--- src/rtl/halfword_packer_pkg.sv ---
// Shared types and widths for the halfword packer: pack FSM states,
// datapath widths and the FIFO entry layout.
package halfword_packer_pkg;

    localparam int HALF_W = 16;
    localparam int WORD_W = 32;
    localparam int CNT_W  = 16;

    // Pack FSM: LOW = holding register empty, HIGH = low half held.
    typedef enum logic {
        LOW  = 1'b0,
        HIGH = 1'b1
    } pack_state_e;

    // One FIFO entry: half-select flag plus the packed word.
    // sel = 1 marks a partial word where only [15:0] carries data.
    typedef struct packed {
        logic              sel;
        logic [WORD_W-1:0] data;
    } fifo_entry_t;

    localparam int ENTRY_W = $bits(fifo_entry_t);

    // Build an entry from its fields.
    function automatic fifo_entry_t make_entry(input logic sel, input logic [WORD_W-1:0] data);
        fifo_entry_t e;
        e.sel  = sel;
        e.data = data;
        return e;
    endfunction

endpackage

--- src/rtl/halfword_packer_if.sv ---
// Stream interface of the halfword packer: 16-bit halfwords in,
// 32-bit packed words out, plus the popped-word counter.
interface halfword_packer_if;
    import halfword_packer_pkg::*;

    // Input halfword stream
    logic              valid_i;
    logic              ready_o;
    logic [HALF_W-1:0] data_i;
    logic              last_i;

    // Output word stream
    logic              valid_o;
    logic              ready_i;
    logic [WORD_W-1:0] data_o;
    logic              sel_o;
    logic [CNT_W-1:0]  word_cnt_o;

    // Packer side
    modport slave (
        input  valid_i, data_i, last_i, ready_i,
        output ready_o, valid_o, data_o, sel_o, word_cnt_o
    );

    // Upstream/downstream side
    modport master (
        output valid_i, data_i, last_i, ready_i,
        input  ready_o, valid_o, data_o, sel_o, word_cnt_o
    );

endinterface

--- src/rtl/halfword_packer_sync_fifo.sv ---
// Synchronous FIFO with registered head output and no bypass.
// DEPTH must be a power of two, at least 2; pointers carry one extra
// wrap bit so full and empty are distinguishable.
module sync_fifo #(
    parameter int WIDTH = 33,
    parameter int DEPTH = 2
) (
    input  logic             clk_i,
    input  logic             rst_ni,
    input  logic             push_i,
    input  logic [WIDTH-1:0] wdata_i,
    input  logic             pop_i,
    output logic [WIDTH-1:0] rdata_o,
    output logic             full_o,
    output logic             empty_o
);

    localparam int            AW      = $clog2(DEPTH);
    localparam logic [AW:0]   PTR_ONE = (AW + 1)'(1);

    logic [AW:0]      wr_ptr_q;
    logic [AW:0]      rd_ptr_q;
    logic [WIDTH-1:0] mem_q [DEPTH];
    logic             do_push;
    logic             do_pop;

    assign empty_o = (wr_ptr_q == rd_ptr_q);
    assign full_o  = (wr_ptr_q[AW] != rd_ptr_q[AW]) &&
                     (wr_ptr_q[AW-1:0] == rd_ptr_q[AW-1:0]);

    // A pop frees the slot this cycle, so a push into a full FIFO is
    // allowed when it coincides with a pop; a pop from empty is ignored.
    assign do_pop  = pop_i && !empty_o;
    assign do_push = push_i && (!full_o || do_pop);

    assign rdata_o = mem_q[rd_ptr_q[AW-1:0]];

    // Storage and pointer update; both pointers wrap modulo DEPTH.
    always_ff @(posedge clk_i or negedge rst_ni) begin
        if (!rst_ni) begin
            wr_ptr_q <= '0;
            rd_ptr_q <= '0;
            // NOTE: the storage is reset too, because the head entry drives
            // data_o directly and must read as zero while in reset.
            for (int i = 0; i < DEPTH; i++) begin
                mem_q[i] <= '0;
            end
        end else begin
            // NOTE: non-blocking assignments keep every register sampling
            // the pre-edge values, whatever the statement order.
            if (do_push) begin
                mem_q[wr_ptr_q[AW-1:0]] <= wdata_i;
                wr_ptr_q                <= wr_ptr_q + PTR_ONE;
            end
            if (do_pop) begin
                rd_ptr_q <= rd_ptr_q + PTR_ONE;
            end
        end
    end

endmodule

--- src/rtl/halfword_packer.sv ---
// Packs pairs of 16-bit halfwords into 32-bit words; a packet ending on
// an odd halfword emits a partial word flagged with sel_o = 1. Packed
// words queue in a small FIFO and a 16-bit counter tracks words popped.
module halfword_packer
    import halfword_packer_pkg::*;
#(
    parameter int DEPTH = 2
) (
    input  logic               clk_i,
    input  logic               rst_ni,
    halfword_packer_if.slave   bus
);

    pack_state_e       state_q;
    pack_state_e       state_d;
    logic [HALF_W-1:0] held_q;
    logic              held_load;
    logic [CNT_W-1:0]  word_cnt_q;

    logic              in_xfer;
    logic              out_xfer;
    logic              push;
    fifo_entry_t       push_entry;
    fifo_entry_t       head_entry;
    logic              fifo_full;
    logic              fifo_empty;

    sync_fifo #(
        .WIDTH (ENTRY_W),
        .DEPTH (DEPTH)
    ) u_fifo (
        .clk_i   (clk_i),
        .rst_ni  (rst_ni),
        .push_i  (push),
        .wdata_i (push_entry),
        .pop_i   (out_xfer),
        .rdata_o (head_entry),
        .full_o  (fifo_full),
        .empty_o (fifo_empty)
    );

    // Output side: the head entry is shown straight from FIFO storage.
    assign bus.valid_o    = !fifo_empty;
    assign bus.data_o     = head_entry.data;
    assign bus.sel_o      = head_entry.sel;
    assign bus.word_cnt_o = word_cnt_q;

    assign out_xfer = bus.valid_o && bus.ready_i;
    assign in_xfer  = bus.valid_i && bus.ready_o;

    // Pack FSM next state, ready and push request; ready_o never looks
    // at valid_i, only at state, FIFO fullness and the output handshake.
    always_comb begin
        // NOTE: every output gets a default first so no path leaves a
        // signal unassigned, which would infer a latch.
        state_d     = state_q;
        bus.ready_o = 1'b1;
        push        = 1'b0;
        push_entry  = '0;
        held_load   = 1'b0;

        unique case (state_q)
            LOW: begin
                if (in_xfer) begin
                    if (bus.last_i) begin
                        push       = 1'b1;
                        push_entry = make_entry(1'b1, {{HALF_W{1'b0}}, bus.data_i});
                    end else begin
                        held_load = 1'b1;
                        state_d   = HIGH;
                    end
                end
            end
            HIGH: begin
                bus.ready_o = !fifo_full || out_xfer;
                if (in_xfer) begin
                    push       = 1'b1;
                    push_entry = make_entry(1'b0, {bus.data_i, held_q});
                    state_d    = LOW;
                end
            end
            default: begin
                state_d = LOW;
            end
        endcase
    end

    // Pack FSM state register.
    always_ff @(posedge clk_i or negedge rst_ni) begin
        if (!rst_ni) begin
            state_q <= LOW;
        end else begin
            state_q <= state_d;
        end
    end

    // Holding register for the low half; kept indefinitely while idle.
    always_ff @(posedge clk_i or negedge rst_ni) begin
        if (!rst_ni) begin
            held_q <= '0;
        end else if (held_load) begin
            held_q <= bus.data_i;
        end
    end

    // Popped-word counter, wraps naturally at 16 bits.
    always_ff @(posedge clk_i or negedge rst_ni) begin
        if (!rst_ni) begin
            word_cnt_q <= '0;
        end else if (out_xfer) begin
            word_cnt_q <= word_cnt_q + CNT_W'(1);
        end
    end

endmodule

--- src/flat_wrapper.sv ---
// flat-port wrapper written by rule: the top's interface ports become plain ports
module halfword_packer_flat import halfword_packer_pkg::*;
#(
    parameter int DEPTH = 2
)
  (clk_i, rst_ni, bus_valid_i, bus_data_i, bus_last_i, bus_ready_i, bus_ready_o, bus_valid_o, bus_data_o, bus_sel_o, bus_word_cnt_o);
  halfword_packer_if bus_i ();
  input  logic clk_i;
  input  logic rst_ni;
  input wire logic [$bits(bus_i.valid_i)-1:0] bus_valid_i;
  input wire logic [$bits(bus_i.data_i)-1:0] bus_data_i;
  input wire logic [$bits(bus_i.last_i)-1:0] bus_last_i;
  input wire logic [$bits(bus_i.ready_i)-1:0] bus_ready_i;
  output wire logic [$bits(bus_i.ready_o)-1:0] bus_ready_o;
  output wire logic [$bits(bus_i.valid_o)-1:0] bus_valid_o;
  output wire logic [$bits(bus_i.data_o)-1:0] bus_data_o;
  output wire logic [$bits(bus_i.sel_o)-1:0] bus_sel_o;
  output wire logic [$bits(bus_i.word_cnt_o)-1:0] bus_word_cnt_o;
  assign bus_i.valid_i = bus_valid_i;
  assign bus_i.data_i = bus_data_i;
  assign bus_i.last_i = bus_last_i;
  assign bus_i.ready_i = bus_ready_i;
  assign bus_ready_o = bus_i.ready_o;
  assign bus_valid_o = bus_i.valid_o;
  assign bus_data_o = bus_i.data_o;
  assign bus_sel_o = bus_i.sel_o;
  assign bus_word_cnt_o = bus_i.word_cnt_o;
  halfword_packer #(.DEPTH(DEPTH)) u_core (.clk_i(clk_i), .rst_ni(rst_ni), .bus(bus_i));
endmodule
--- config.mk ---
export PLATFORM = sky130hd
export DESIGN_NAME = halfword_packer_flat
export DESIGN_NICKNAME = d
export VERILOG_FILES = /design/src/rtl/halfword_packer_pkg.sv /design/src/rtl/halfword_packer_if.sv /design/src/rtl/halfword_packer_sync_fifo.sv /design/src/rtl/halfword_packer.sv /design/src/flat_wrapper.sv
export SDC_FILE = /design/constraint.sdc
export NUM_CORES = 1
export LEC_CHECK = 0
export ABC_AREA = 1
export CORE_ASPECT_RATIO = 1.2
export CORE_UTILIZATION = 45
export DETAILED_ROUTE_END_ITERATION = 7
export GPL_TIMING_DRIVEN = 0
export PLACE_DENSITY = 0.68
export SLEW_MARGIN = 20
export SYNTH_ARGS = -nofsm -noshare
export SYNTH_HDL_FRONTEND = slang
export SYNTH_HIERARCHICAL = 1
export SYNTH_SLANG_ARGS = --single-unit
export TNS_END_PERCENT = 30
--- constraint.sdc ---
create_clock -name clk_i -period 5.4 [get_ports clk_i]
set_input_delay 1.35 -clock clk_i [delete_from_list [all_inputs] [get_ports clk_i]]
set_output_delay 1.35 -clock clk_i [all_outputs]
set_load 0.01 [all_outputs]
==> impl_summary.txt, run 1 <==
----------------------------------------------------
[Die]
  Chip Width ... 101 µm
  Core Box Area ... 0.0112 mm²
  Io pins ... 72
  Row cnt ... 42
  Initial core utilization ... 0.469
  Die extent in y ... 121 µm
  Area of the die ... 0.0122 mm²

[Route]
  Drt first pass iters ... 5
  Overall routed net length ... 13800 µm
  Routed wire length per instance ... 14.8 µm
  Number of design rule violations left after detail routing ... 0
  Via density per instance ... 5.25
  Iter 0 DRT Violations ... 353
  Number of nets with antenna violations after routing ... 0
  Vias ... 4878

[Layout]
  Reg area ... 0.00258 mm²
  Finished layout cell area ... 0.00649 mm²
  Footprint of the multi-input gates ... 0.00227 mm²
  Net count, final ... roughly 800
  Filler cells ... 1093
  N_diodes ... 0
  Layout cells sized above 1 ... 0.0851
  Synthesis-to-layout area growth ... 22.9%

[Timing]
  Remaining max-slew budget at the tightest pin ... 0.629
  Fin Clk Skew ... between 7 and 8 ps
  Post-route minimum period ... approximately 4300 ps
  Fraction of the cycle the final worst path needs ... 0.795
  Slew of the pin with the lowest slew margin ... between 500 and 600 ps
  Hold_ws ... 472 ps
  Setup violations, final ... 0
  Maximum clock frequency ... ~230 MHz
  Setup repair after global routing missed its margin ... no
  Count of final hold-check violations ... 0
  Final number of max-transition violations ... 0

[Placed design]
  Hpwl dp ... 10100 µm
  Buffers on Ports ... 71
  Last weighted congestion value of the routability-driven placer ... 0.855
  Placed standard-cell area ... 0.00621 mm²

[GRT]
  Overflow left after global routing ... 0
  Vias in the first global route ... around 4700
  Combined global-route utilization of all metal layers ... 0.245
  Initial antenna violation count ... 0
  Maximum number of pins on one net before global-route repair ... 60
  Global-route wire length before repair ... 23000 µm

[Power]
  Power per Cell Area ... 492 mW/mm²
  Leakage power summed over all cells ... 3.43 nW
  Total Power Consumption ... 0.00319 W
  IR Drop Worst-Case VDD ... 0.000238 V

[Synth]
  Per-instance average area after synthesis ... 7.67 µm²
  Top_reg_cell synth ... sky130_fd_sc_hd__dfrtp_1
  Flop and latch count out of synthesis ... 103
  Portion of the post-synthesis area used by sequential elements ... 0.488
  Count of cell types in the netlist ... 29
  Top cells by instance count after synthesis ... 327 x sky130_fd_sc_hd__nand2_1, 103 x sky130_fd_sc_hd__dfrtp_1, 71 x sky130_fd_sc_hd__nand4_1
  Nets in the synthesized netlist ... 710
  Cell types occupying the most area after synthesis ... sky130_fd_sc_hd__dfrtp_1 49%, sky130_fd_sc_hd__nand2_1 23%, sky130_fd_sc_hd__nand4_1 8.4%
  Share of the synthesized area in the top cell type ... 0.488
  Most area-hungry cell type in the Yosys netlist ... sky130_fd_sc_hd__dfrtp_1
  Most frequent cell after synthesis ... sky130_fd_sc_hd__nand2_1
  Number of standard cells after synthesis ... 688
  Mapped Area ... ~0.0053 mm²
  Share of flip-flops with an asynchronous set or reset after synthesis ... 1.00
  Synth Warn # ... 6
  EDFF count, synth ... 0

[Hold path]
  Classification of the worst-slack hold path ... reg -> reg

[Clock network]
  # resized after CTS ... 0
  Clock buffer count from CTS ... 9
  Number of buffers added to fix hold violations after cts ... 0
  TritonCTS clock tree ... yes
  H-Tree Depth ... 3
  Clock insertion delay at the later pin of the skew report ... 340 ps
  CTS clock-pin slew for the worst setup and hold paths ... 70 ps
  Number of sinks driven by the clock tree ... slightly above 100
  Clock root cell ... sky130_fd_sc_hd__clkbuf_16
  Maximum clock insertion buffer count ... 2
  Post-CTS Repair Setup Buffers ... 0

[Worst setup path]
  Element type at the critical path end ... output port
  Worst path arrival time ... slightly below 3000 ps
  Category of the critical setup timing path ... in -> out
  Crit path max fanout ... 10
  CP Data Required Time ... 4050 ps
  Type of element launching the critical path ... primary input

[Run]
  Max-capacitance violation count ... 0

[Run status]
  Status ... finished, final reports clean

----------------------------------------------------
stage by stage:
step	TNS, ps	cells	setup slack [ps]	util
2_1_floorplan	0	688	2330	-
3_3_place_gp	-99720	913	-976	0.550
3_5_place_dp	0	914	1140	0.552
4_1_cts	0	930	1120	0.577
5_1_grt	0	930	1030	0.577
6_report	0	930	1110	0.577
cell type report:
type,count,share of cell area
repair buffers,72,0.114
plain buffers,43,0.0372
clock buffers,11,0.0374
clock inverters,5,0.00521
multi-input cells,495,0.349
flip-flops and latches,103,0.397
inverters,47,0.0297
well taps,154,0.0297
final timing paths:
kind / startpoint / to / slack [ps] / depth (start not counted)
worst max-delay path: bus_ready_i / bus_ready_o / 1110 / 6
min in group asynchronous: rst_ni / u_core/bus.word_cnt_o[2]$_DFFE_PN0P_ / 920 / 1
max in group asynchronous: rst_ni / u_core/u_fifo/mem_q[52]$_DFFE_PN0P_ / 3840 / 2
worst min-delay path: u_core/u_fifo/mem_q[14]$_DFFE_PN0P_ / u_core/u_fifo/mem_q[14]$_DFFE_PN0P_ / 470 / 2
worst max register to register: u_core/u_fifo/rd_ptr_q[0]$_DFFE_PN0P_ / u_core/u_fifo/mem_q[19]$_DFFE_PN0P_ / 2370 / 17
worst min register to register: u_core/u_fifo/mem_q[14]$_DFFE_PN0P_ / u_core/u_fifo/mem_q[14]$_DFFE_PN0P_ / 470 / 2
metal layers:
| layer | up-vias | part of all wire | global-route usage |
|---|---|---|---|
| met5 | - | 0 | 0 |
| met1 | 2329 | 0.43 | 0.321 |
| li1 | 2365 | - | - |
| met4 | 0 | 0.014 | 0.0833 |
| met2 | 168 | 0.50 | 0.409 |
| met3 | 16 | 0.052 | 0.0387 |
critical path: stages:
cell,delay [ps]
sky130_fd_sc_hd__clkdlybuf4s50_1,540
sky130_fd_sc_hd__inv_2,60
sky130_fd_sc_hd__nor2_4,230
sky130_fd_sc_hd__nor2_2,120
sky130_fd_sc_hd__nand2_1,90
sky130_fd_sc_hd__clkdlybuf4s50_1,540
kinds of logic after synthesis:
kind of cell / count (synthesis) / synth area share
flops: 103 / 0.488
xor+xnor: 10 / 0.0166
fa+ha+maj: 1 / 0.00237
compound gates: 20 / 0.0216
buf+inv: 90 / 0.0823
simple gates: 464 / 0.389
cells in the final DEF (no fill, tap or decap), types with 2 or more instances in the layout:
cell / count
sky130_fd_sc_hd__nand2_1: 327
sky130_fd_sc_hd__dfrtp_1: 103
sky130_fd_sc_hd__nand4_1: 71
sky130_fd_sc_hd__clkdlybuf4s50_1: 70
sky130_fd_sc_hd__inv_1: 41
sky130_fd_sc_hd__nand3_1: 26
sky130_fd_sc_hd__clkbuf_1: 18
sky130_fd_sc_hd__nor2_1: 17
sky130_fd_sc_hd__o21ai_0: 17
sky130_fd_sc_hd__buf_2: 13
sky130_fd_sc_hd__nor2_2: 10
sky130_fd_sc_hd__clkbuf_16: 9
sky130_fd_sc_hd__buf_4: 7
sky130_fd_sc_hd__buf_6: 6
sky130_fd_sc_hd__xor2_1: 6
sky130_fd_sc_hd__xnor2_1: 4
sky130_fd_sc_hd__inv_2: 3
sky130_fd_sc_hd__nor3_1: 3
sky130_fd_sc_hd__nand2_2: 3
sky130_fd_sc_hd__nand3_4: 3
sky130_fd_sc_hd__clkinv_2: 2
sky130_fd_sc_hd__clkinvlp_4: 2
sky130_fd_sc_hd__nand3b_1: 2
state kept, by name, summed over array words and instances, names as in the netlist:
| name | cells |
|---|---|
| u_core/u_fifo/mem_q | 66 |
| u_core/held_q | 16 |
| u_core/state_q | 1 |
| u_core/u_fifo/rd_ptr_q | 2 |
| u_core/bus.word_cnt_o | 16 |
| u_core/u_fifo/wr_ptr_q | 2 |
power by group:
part	leakage, nW	internal [W]	switching, W
clock	0.132	0.000325	0.000286
sequential	1.36	0.00102	0.000159
combinational	1.94	0.000567	0.000832
total	3.43	0.00192	0.00128
No activity file was read; power rests on OpenSTA's default activity.
==> run 2, diff against run 1 <==
==> constraint.sdc (replaced) <==
create_clock -name clk_i -period 4 [get_ports clk_i]
set_input_delay 1 -clock clk_i [delete_from_list [all_inputs] [get_ports clk_i]]
set_output_delay 1 -clock clk_i [all_outputs]
set_load 0.01 [all_outputs]
==> results of run 2 <==
The final DEF is identical to that of run 1. Status: finished, final reports clean.
Main changes from that run: setup slack after placement 1140 ps -> 369 ps; setup slack after layout 1110 ps -> 408 ps; register-to-register setup slack 2370 ps -> 970 ps; total power 0.00319 W -> 0.00431 W; worst IR drop on VDD 0.000238 V -> 0.000321 V
==> run 3, diff against run 2 <==
--- a/config.mk
+++ b/config.mk
@@ -5,7 +5,7 @@
 export SDC_FILE = /design/constraint.sdc
 export NUM_CORES = 1
 export LEC_CHECK = 0
-export ABC_AREA = 1
+export ABC_AREA = 0
 export CORE_ASPECT_RATIO = 1.2
 export CORE_UTILIZATION = 45
 export DETAILED_ROUTE_END_ITERATION = 7
==> run 3 against run 2 <==
Area after synthesis is 6.1% lower. Sequential share of layout area is 2.4 points higher. First-iteration DRC count decreased by 73%. Non-clock buffer count is 25 lower. Power rose by 4.4%. Die area down 6.0%. Hold slack worse by 5.6 ps. Final cell count decreased by 39%. The flow now finishes with violations (DRC). Wire length down 26%. Via count shrank 39%. Clock power down 2%.
==> impl_summary.txt, run 3 <==
----------------------------------------------------
[Synth]
  Most frequent cell after synthesis ... sky130_fd_sc_hd__dfrtp_1
  Number of standard cells after synthesis ... 346 (-50%)
  Top cells by instance count after synthesis ... 103 x sky130_fd_sc_hd__dfrtp_1, 53 x sky130_fd_sc_hd__mux2_2, 33 x sky130_fd_sc_hd__mux2_1
  EDFF count, synth ... 0 (unchanged)
  Share of the synthesized area in the top cell type ... 0.520 (+0.0320)
  Share of flip-flops with an asynchronous set or reset after synthesis ... 1.00 (unchanged)
  Portion of the post-synthesis area used by sequential elements ... 0.520 (+0.0320)
  Cell types occupying the most area after synthesis ... sky130_fd_sc_hd__dfrtp_1 52%, sky130_fd_sc_hd__mux2_2 12%, sky130_fd_sc_hd__mux2_4 9.1%
  Top_reg_cell synth ... sky130_fd_sc_hd__dfrtp_1
  Nets in the synthesized netlist ... 368 (-48%)
  Mapped Area ... 0.00495 mm² (-6.1%)
  Flop and latch count out of synthesis ... 103 (unchanged)
  Synth Warn # ... 6 (unchanged)
  Per-instance average area after synthesis ... 14.3 µm² (+87%)
  Count of cell types in the netlist ... 44 (+52%)
  Most area-hungry cell type in the Yosys netlist ... sky130_fd_sc_hd__dfrtp_1

[Die]
  Die extent in y ... 117 µm (-3.1%)
  Area of the die ... 0.0114 mm² (-6.0%)
  Row cnt ... 41 (-2.4%)
  Io pins ... 72 (unchanged)
  Chip Width ... 97.8 µm (-3.1%)
  Core Box Area ... 0.0106 mm² (-5.6%)
  Initial core utilization ... 0.466 (-0.00281)

[Route]
  Vias ... 2972 (-39%)
  Overall routed net length ... 10200 µm (-26%)
  Routed wire length per instance ... 18.0 µm (+22%)
  Via density per instance ... 5.28 (+0.64%)
  Number of design rule violations left after detail routing ... 15 (+15)
  Iter 0 DRT Violations ... 96 (-73%)
  Number of nets with antenna violations after routing ... 0 (unchanged)
  Drt first pass iters ... 6 (+1)

[Layout]
  Net count, final ... 451 (-43%)
  Largest reg by FF count ... u_core/u_fifo/mem_q
  Layout cells sized above 1 ... 0.288 (+0.203)
  Synthesis-to-layout area growth ... 23.6%
  Finished layout cell area ... 0.00612 mm² (-5.6%)
  Most common cell after layout, fill and taps aside ... sky130_fd_sc_hd__dfrtp_1
  N_diodes ... 0 (unchanged)
  Top library cells by usage in the layout, fill and taps aside ... 103 x sky130_fd_sc_hd__dfrtp_1, 70 x sky130_fd_sc_hd__clkdlybuf4s50_1, 53 x sky130_fd_sc_hd__mux2_2
  Number of flip-flops in the largest register ... 66 (unchanged)

[Timing]
  Fraction of the cycle the final worst path needs ... 0.921
  Setup repair after global routing missed its margin ... no
  Setup violations, final ... 0 (unchanged)
  Final number of max-transition violations ... 0 (unchanged)
  Maximum clock frequency ... around 270 MHz
  Slew of the pin with the lowest slew margin ... 758 ps (+201 ps)
  Post-route minimum period ... about 3700 ps
  Remaining max-slew budget at the tightest pin ... 0.494 (-0.134)
  Summed negative setup slack over all endpoints ... 0 ps (unchanged)
  Count of final hold-check violations ... 0 (unchanged)
  Fin Clk Skew ... 7.29 ps (-0.115 ps)

[GRT]
  Global-route wire length before repair ... 16800 µm (-27%)
  Maximum number of pins on one net before global-route repair ... 62 (+3.3%)
  Overflow left after global routing ... 0 (unchanged)
  Vias in the first global route ... 3171 (-33%)
  Initial antenna violation count ... 0 (unchanged)
  Combined global-route utilization of all metal layers ... 0.194 (-0.0506)

[Power]
  Register share of total power ... 0.379 (+0.008)
  Net switching share of the total power ... 0.321
  P_int ... between 0.003 and 0.004 W
  IR Drop Worst-Case VDD ... approximately 0.00034 V
  Combinational share of power ... 0.441 (+0.003)
  Power per Cell Area ... 735 mW/mm²
  Sw Pwr ... 0.00144 W
  Clock Power Share ... 0.180 (-0.011)
  Leakage power summed over all cells ... 2.85 nW (-17%)

[Clock network]
  # resized after CTS ... 0 (unchanged)
  CTS clock-pin slew for the worst setup and hold paths ... 70 ps (about the same)
  H-Tree Depth ... 3 (unchanged)
  Number of buffers added to fix hold violations after cts ... 0 (unchanged)
  Post-CTS Repair Setup Buffers ... 0 (unchanged)
  TritonCTS clock tree ... yes
  Number of sinks driven by the clock tree ... 103 (unchanged)
  Clock buffer count from CTS ... 9 (unchanged)
  Maximum clock insertion buffer count ... 2 (unchanged)
  Clock root cell ... sky130_fd_sc_hd__clkbuf_16
  Clock insertion delay at the later pin of the skew report ... 340 ps (about the same)

[Worst setup path]
  Type of element launching the critical path ... flop
  Crit path max fanout ... 10 (unchanged)
  Worst path arrival time ... 2680 ps
  Register-to-Register Path Depth ... 11 (-6)
  Element type at the critical path end ... output port
  Category of the critical setup timing path ... reg -> out
  CP Data Required Time ... 3000 ps

[Run status]
  Status ... finished with violations
  Violated checks ... DRC

[Placed design]
  Hpwl dp ... 6970 µm (-31%)
  Last weighted congestion value of the routability-driven placer ... 0.703 (-18%)
  Buffers on Ports ... 71 (unchanged)
  Placed standard-cell area ... 0.00585 mm² (-5.7%)

[Hold path]
  Hold-critical path depth ... 1 (-1)
  Classification of the worst-slack hold path ... reg -> reg

[Run]
  Max-capacitance violation count ... 0 (unchanged)

----------------------------------------------------
[run 3: logic make-up (layout without fill, tap and decap cells)]
family / count (synthesis) / after routing / share of synthesized area
fa+ha+maj: 1 / 1 / 0.00253
flops: 103 / 103 / 0.520
compound gates: 27 / 27 / 0.0445
xor+xnor: 18 / 18 / 0.0318
buf+inv: 21 / 109 / 0.0351
simple gates: 60 / 60 / 0.0793
mux: 116 / 116 / 0.286
[run 3: cell type report]
| cell class | instances | area [µm²] |
|---|---|---|
| multi-input combinational | 222 | 2200 |
| tap | 129 | 161 |
| sequential | 103 | 2580 |
| timing repair buffer | 72 | 739 |
| fill | 874 | 4500 |
| clock buffer | 13 | 250 |
| clock inverter | 3 | 18.8 |
| inverter | 3 | 11.3 |
| buffer | 18 | 163 |
[run 3: path summary, 6_finish.rpt]
| check | to | from | slack [ps] |
|---|---|---|---|
| worst max-delay path | bus_ready_o | u_core/u_fifo/rd_ptr_q[0]$_DFFE_PN0P_ | 320 |
| worst min-delay path | u_core/bus.word_cnt_o[15]$_DFFE_PN0P_ | u_core/bus.word_cnt_o[15]$_DFFE_PN0P_ | 470 |
| worst max register to register | u_core/u_fifo/mem_q[26]$_DFFE_PN0P_ | u_core/u_fifo/rd_ptr_q[0]$_DFFE_PN0P_ | 700 |
| worst min register to register | u_core/bus.word_cnt_o[15]$_DFFE_PN0P_ | u_core/bus.word_cnt_o[15]$_DFFE_PN0P_ | 470 |
| max in group asynchronous | u_core/u_fifo/mem_q[11]$_DFFE_PN0P_ | rst_ni | 2780 |
| min in group asynchronous | u_core/u_fifo/mem_q[49]$_DFFE_PN0P_ | rst_ni | 570 |
[run 3: power groups by stage]
stage | sequential, W | clock (W) | combinational (W)
floorplan | 0.00166 | 0 | 0.00130
global placement | 0.00170 | 0 | 0.00197
detailed placement | 0.00172 | 0 | 0.00201
CTS | 0.00171 | 0.000834 | 0.00202
global route | 0.00176 | 0.000884 | 0.00214
finish | 0.00171 | 0.000809 | 0.00198
[run 3: worst max-delay path, cell delays in order (launching register included)]
cell	delay (ps)
sky130_fd_sc_hd__dfrtp_1	390
sky130_fd_sc_hd__buf_2	270
sky130_fd_sc_hd__buf_1	530
sky130_fd_sc_hd__xor2_1	230
sky130_fd_sc_hd__nor2_1	90
sky130_fd_sc_hd__nand2b_4	180
sky130_fd_sc_hd__nand3_1	110
sky130_fd_sc_hd__clkdlybuf4s50_1	550
[run 3: stage by stage]
stage / hold slack, ps / std cells / setup WS, ps / power (W) / utilization
6_report: 467 / 563 / 315 / 0.00450 / 0.577
5_1_grt: 496 / 563 / 68.1 / 0.00479 / 0.577
4_1_cts: 474 / 563 / 254 / 0.00456 / 0.577
3_5_place_dp: 463 / 547 / 634 / 0.00373 / 0.551
3_3_place_gp: 459 / 546 / -1970 / 0.00367 / 0.549
2_1_floorplan: 452 / 346 / 1320 / 0.00297 / -
[run 3: metal layers]
| metal | GRT usage | wire length (µm) |
|---|---|---|
| met3 | 0.0374 | 395 |
| met4 | 0.0697 | 143 |
| met5 | 0 | 0 |
| met1 | 0.247 | 4700 |
| met2 | 0.333 | 4920 |
